### src/rtl/simple_proc_ctrl.sv
// rtl/simple_proc_ctrl.sv - mv/mvi/add/sub sequencer driving the R0..R3/A/G/IR register loads and shared bus
// Optional status flags on the G load are enabled by defining PROC_CTRL_FLAGS_EN.
module simple_proc_ctrl #(
  parameter int n = 8
) (
  input  logic         clk,
  input  logic         rst,
  input  logic         run,
  input  logic [n-1:0] din,
  output logic [n-1:0] bus,
  output logic         done,
  input  logic [1:0]   dbg_sel,
  output logic [n-1:0] dbg_q
`ifdef PROC_CTRL_FLAGS_EN
  ,
  output logic         zero_flag,
  output logic         carry_flag
`endif
);

  typedef enum logic [1:0] {T0, T1, T2, T3} state_t;

  localparam logic [1:0] OP_MV  = 2'b00;
  localparam logic [1:0] OP_MVI = 2'b01;
  localparam logic [1:0] OP_SUB = 2'b11;

  state_t       state, state_nxt;
  logic [n-1:0] r [4];
  logic [n-1:0] a, g, alu;
  logic [5:0]   ir;
  logic [1:0]   op, x, y;
  logic [3:0]   r_en;
  logic         a_en, g_en, ir_en;

  assign op    = ir[5:4];
  assign x     = ir[3:2];
  assign y     = ir[1:0];
  assign dbg_q = r[dbg_sel];

  always_comb begin
    state_nxt = state;
    bus       = '0;
    done      = 1'b0;
    r_en      = 4'b0000;
    a_en      = 1'b0;
    g_en      = 1'b0;
    ir_en     = 1'b0;
    case (state)
      T0: begin
        if (run) begin
          ir_en     = 1'b1;
          state_nxt = T1;
        end
      end
      T1: begin
        if (op == OP_MV || op == OP_MVI) begin
          bus       = (op == OP_MV) ? r[y] : din;
          r_en[x]   = 1'b1;
          done      = 1'b1;
          state_nxt = T0;
        end else begin
          bus       = r[x];
          a_en      = 1'b1;
          state_nxt = T2;
        end
      end
      T2: begin
        bus       = r[y];
        g_en      = 1'b1;
        state_nxt = T3;
      end
      T3: begin
        bus       = g;
        r_en[x]   = 1'b1;
        done      = 1'b1;
        state_nxt = T0;
      end
      default: state_nxt = T0;
    endcase
  end

`ifdef PROC_CTRL_FLAGS_EN
  // One extra bit keeps the carry-out of add and the borrow of sub.
  logic [n:0] alu_wide;
  always_comb begin
    alu_wide = (op == OP_SUB) ? ({1'b0, a} - {1'b0, bus}) : ({1'b0, a} + {1'b0, bus});
  end
  assign alu = alu_wide[n-1:0];
`else
  assign alu = (op == OP_SUB) ? (a - bus) : (a + bus);
`endif

  always_ff @(posedge clk) begin
    if (rst) begin
      state <= T0;
      for (int i = 0; i < 4; i++) r[i] <= '0;
      a  <= '0;
      g  <= '0;
      ir <= '0;
`ifdef PROC_CTRL_FLAGS_EN
      zero_flag  <= 1'b0;
      carry_flag <= 1'b0;
`endif
    end else begin
      state <= state_nxt;
      if (ir_en) ir <= din[5:0];
      for (int i = 0; i < 4; i++) begin
        if (r_en[i]) r[i] <= bus;
      end
      if (a_en) a <= bus;
      if (g_en) begin
        g <= alu;
`ifdef PROC_CTRL_FLAGS_EN
        zero_flag  <= (alu == '0);
        carry_flag <= alu_wide[n];
`endif
      end
    end
  end

endmodule

### config.mk
export PLATFORM = sky130hd
export DESIGN_NAME = simple_proc_ctrl
export DESIGN_NICKNAME = d
export VERILOG_FILES = /design/src/rtl/simple_proc_ctrl.sv
export SDC_FILE = /design/constraint.sdc
export NUM_CORES = 1
export LEC_CHECK = 0
export ABC_AREA = 1
export CORE_MARGIN = 3
export CORE_UTILIZATION = 59
export CTS_CLUSTER_DIAMETER = 50
export CTS_CLUSTER_SIZE = 24
export DETAILED_ROUTE_END_ITERATION = 10
export PLACE_DENSITY = 0.81
export SYNTH_ARGS = -nofsm -noshare
export SYNTH_HDL_FRONTEND = slang
export SYNTH_SLANG_ARGS = --single-unit
### constraint.sdc
create_clock -name clk -period 5.53 [get_ports clk]
set_input_delay 1.659 -clock clk [delete_from_list [all_inputs] [get_ports clk]]
set_output_delay 1.659 -clock clk [all_outputs]
set_load 0.05 [all_outputs]
After elaboration in Yosys (flattened, before gate mapping)

Memory sizes are Yosys's and may differ from the RTL's. A register that Yosys moved wholly into a read port is not among the register bits.
Cells that the tools add are included.

Equal/unequal tests: 6
Add/sub/neg operators: 2
Order comparisons: 2
Muxes and demuxes: 40
Reductions and logical operators: 4
Bitwise operators: 4

Operators with widths:

| kind                                                              | number |
|---|---|
| 2-to-1 mux 8 bit                                                  | 7 |
| case mux 8 bit (3 select lines)                                   | 1 |
| 2-to-1 mux 1 bit                                                  | 21 |
| 2-to-1 mux 2 bit                                                  | 6 |
| adder 8 bit                                                       | 1 |
| case mux 2 bit (4 select lines)                                   | 1 |
| case mux 4 bit (2 select lines)                                   | 1 |
| subtractor 8 bit                                                  | 1 |
| equality test 2 bit, second input constant                        | 3 |
| equality test 2 x 1 -> 1 bit, second input constant               | 2 |
| zero test 2 bit                                                   | 2 |
| 2-to-1 mux 4 bit                                                  | 1 |
| bitwise OR 1 bit                                                  | 4 |
| < comparator 2 x 3 -> 1 bit, second input constant                | 1 |
| demux 1 bit (select 2 bit)                                        | 1 |
| greater-or-equal comparator 2 x 1 -> 1 bit, second input constant | 1 |
| != test 2 bit, second input constant                              | 1 |
| case mux 1 bit (2 select lines)                                   | 1 |
| logical AND 1 bit                                                 | 1 |
| logical OR 1 bit                                                  | 1 |

Input bits: 13
Output and inout bits: 17
Word-level logic and storage cells: 63
Flip-flop bits (word level): 24
Memories kept: 1
RAM bits: 32

Memory list:

| memory | words | width | rd ports | clocked after Yosys merged registers in | wr ports | line | RTL |
|---|---|---|---|---|---|---|---|
| r      | 4     | 8     | 3        | 2                                       | 4        | 28   | `logic [n-1:0] r [4];` |

Logic depth before layout (Yosys ltp)

Depth in word-level cells: 10
Gate-level depth with buffers: 26
Gate-level depth less buffers: 24

Worst setup path before layout

OpenSTA, ideal clock, no wires.

Kind: input port to output port
Start point: input dbg_sel[0]
End point: output dbg_q[5]
Stages: 4
Arrival: 2.912 ns
Required time: 3.871 ns
Path buffers: 1
Path slack: 0.959 ns
Cells stage by stage: inv_1 > clkbuf_1 > o21ai_0 > o22ai_1

Cells in the longest elaborated chain, start to end: 1

Ends and longest elaborated chain:

| element            | line | RTL |
|---|---|---|
| from (decl)        | 12   | `input logic [1:0] dbg_sel,` |
| memory (4 x 8 bit) | -    |  |
| to (decl)          | 13   | `output logic [n-1:0] dbg_q` |

Every way passes these cells.

Worst setup path after layout

Start point: input din[5]
End point: output bus[5]

Cells in the longest elaborated chain, start to end: 3

Ends and longest elaborated chain:

| element                         | line | RTL |
|---|---|---|
| from (decl)                     | 9    | `input logic [n-1:0] din,` |
| 2-to-1 mux 8 bit                | 57   | `bus = (op == OP_MV) ? r[y] : din;` |
| 2-to-1 mux 8 bit                | 56   | `if (op == OP_MV \|\| op == OP_MVI) begin` |
| case mux 8 bit (3 select lines) | 48   | `case (state)` |
| to (decl)                       | 10   | `output logic [n-1:0] bus,` |

Every way passes these cells.

==> results.sh <==
export IMPL_status="complete, no violations"
export IMPL_cts_buffers=9
export IMPL_whs_ns=0.481
export IMPL_critical_path_slowest_cell="clkdlybuf4s50_1"
export IMPL_period_needed_ns=5.31
export IMPL_hold_viol_final=0
export IMPL_worstSetupStartpointType="input pin"
export IMPL_pin_count=30
export IMPL_insertion_delay_ns=0.36
export IMPL_layout_cells_non_filler=600
export IMPL_fin_skew_ns=0.00925
export IMPL_crit_chain="clkdlybuf4s50_1 -> o21ai_0 -> a21oi_1 -> nor2_2 -> inv_1 -> clkdlybuf4s50_1"
export IMPL_diodes=0
export IMPL_placedInstanceArea_um2=4060
export IMPL_clockRootBuffer="clkbuf_8"
export IMPL_dr_pass1_iters=5
export IMPL_reg2reg_depth=24
export IMPL_vias_per_cell=5.99
export IMPL_htree_levels=3
export IMPL_path_delay_family="buffers and inverters"
export IMPL_syn_to_final_growth_pct=15.7
export IMPL_total_power_mw=1.29
export IMPL_critPathLaunch="din[5]"
export IMPL_synth_seq_cells=60
export IMPL_dp_hpwl_um=7320
export IMPL_drv_cap=0
export IMPL_ant_nets=0
export IMPL_ff2ff_setup_slack_ns=1.43
export IMPL_die_width_um=85.0
export IMPL_cp_arrival_ns=3.65
export IMPL_postLayoutCellArea_um2=4260
export IMPL_grt_pass1_vias=3433
export IMPL_rsz0062_at_grt="false"
export IMPL_port_buffers=29
export IMPL_synth_cells=492
export IMPL_cts_setup_buffers=0
export IMPL_critical_path_depth=6
export IMPL_place_inst=584
export IMPL_cts_sinks=60
export IMPL_tightest_slew_ns=0.724
export IMPL_grt_overflow=0
export IMPL_post_drt_wl_per_cell_um=16.9
export IMPL_timing_final_crit_share=0.960
export IMPL_drt_total_wl_um=10100
export IMPL_globalRouteTotalUtil=0.296
export IMPL_leakage_nw=1.79
export IMPL_final_common_cell="nand2_1"
export IMPL_setup_viol=0
export IMPL_initial_core_util=0.614
export IMPL_powerDensity_nw_per_um2=303
export IMPL_cts_tree="yes"
export IMPL_nNetsFinal=542
export IMPL_end_kind="output pin"
export IMPL_die_h_um=85.0
export IMPL_crit_top_cell="clkdlybuf4s50_1"
export IMPL_rows=28
export IMPL_core_um2=5990
export IMPL_ir_drop_v=0.000254
export IMPL_cp_max_fo=7
export IMPL_cts_max_path_buffers=2
export IMPL_required_ns=3.87
export IMPL_cts_hold_buf=0
export IMPL_syn_num_nets=514
export IMPL_slowest_delay_ns=0.71
export IMPL_clkSlewWorstSetupHoldPaths_ns=0.06
export IMPL_multiInputGateArea_um2=1900
export IMPL_grt_antenna_before_repair=0
export IMPL_grt_first_pass_wirelength_um=16700
export IMPL_grt_max_degree=20
export IMPL_slew_headroom=0.516
export IMPL_layout_common_cells="112 x nand2_1, 76 x nor2_1, 53 x nand3_1, 34 x o21ai_0, 32 x edfxtp_1"
export IMPL_post_cts_resize_count=0
export IMPL_worst_setup_path_type="in -> out"
export IMPL_crit_path_end="bus[5]"
export IMPL_syn_area_um2=3680
export IMPL_setup_tns_ns=0
export IMPL_place_congestion=0.898
export IMPL_fillers=484
export IMPL_syn_mean_instance_area_um2=7.48
export IMPL_die_area_um2=7220
export IMPL_path_buf_inv=3
export IMPL_hp_class="reg -> reg"
export IMPL_vias=3592
export IMPL_drc=0
export IMPL_regArea_um2=1520
export IMPL_fmax_mhz=188
export IMPL_dr_first_iter_drc_count=420
export IMPL_r2r_end="g[7]"
export IMPL_synth_distinct_cells=31
export IMPL_post_route_cells_drive_above_1_share=0.124
export IMPL_synth_seq_area_share=0.413
export IMPL_yosysWarningCount=0
export IMPL_final_max_slew_violation_count=0
==> cell families after synthesis <==
group           after synthesis  share of synthesized area
simple gates                272                      0.334
buf+inv                      55                     0.0711
xor+xnor                     10                     0.0238
fa+ha+maj                     9                     0.0326
flops                        60                      0.413
compound gates               86                      0.125
==> stage by stage <==
stage | setup WS [ns] | utilization
floorplan | 0.959 | -
detailed placement | 0.349 | 0.678
global placement | 0.372 | 0.678
finish | 0.223 | 0.711
CTS | 0.266 | 0.711
global route | 0.172 | 0.711
==> state kept, by name, indices dropped and copies added, names as in the netlist, named ones only <==
name / flops
a: 8
r: 32
ir: 6
g: 8
state: 1
==> metal layers <==
| layer | global-route usage | up-vias | wire length [um] |
|---|---|---|---|
| met5 | 0 | - | 0 |
| met4 | 0.128 | 0 | 276 |
| met3 | 0.0738 | 33 | 969 |
| met2 | 0.472 | 230 | 4830 |
| met1 | 0.383 | 1625 | 4050 |
| li1 | - | 1704 | - |
==> area by class of cell <==
type,count,area share
clock buffers,11,0.0332
clock inverters,5,0.0123
inverters,39,0.0356
multi-input cells,377,0.445
flip-flops and latches,60,0.357
well taps,75,0.0220
repair buffers,33,0.0940
==> Yosys cell counts (all sizes together) <==
master	count	area share
clkinv	1	0.0010
clkbuf	6	0.0061
fa	1	0.0054
o211ai	1	0.0020
nand2	119	0.13
dfxtp	28	0.15
xor2	7	0.017
o21ai	43	0.060
a21oi	33	0.048
o22ai	8	0.014
nor3	1	0.0014
buf	10	0.024
nor2	87	0.10
edfxtp	32	0.26
a21o	1	0.0020
inv	38	0.040
nand3	61	0.094
ha	8	0.027
xnor2	3	0.0071
nand4	4	0.0068
==> worst min-delay path, cell delays in order, from the launching register on <==
cell     delay (ns)
dfxtp_1        0.31
nand2_1        0.06
a21oi_1        0.06
==> report_power, final <==
group | internal [mW] | total [mW] | leakage [nW] | switching, mW
combinational | 0.137 | 0.373 | 1.13 | 0.235
clock | 0.218 | 0.396 | 0.0991 | 0.178
sequential | 0.492 | 0.523 | 0.560 | 0.0312
total | 0.847 | 1.29 | 1.79 | 0.445
==> worst min path at each step <==
stage,startpoint,end,slack (ns),cells past startpoint
floorplan,a[2],a[2],0.45,2
finish,a[4],a[4],0.48,2
detailed placement,a[6],a[6],0.47,2
global placement,a[4],a[4],0.46,2
CTS,a[4],a[4],0.48,2
global route,a[4],a[4],0.50,2
Power figures use the tool's default switching activity.
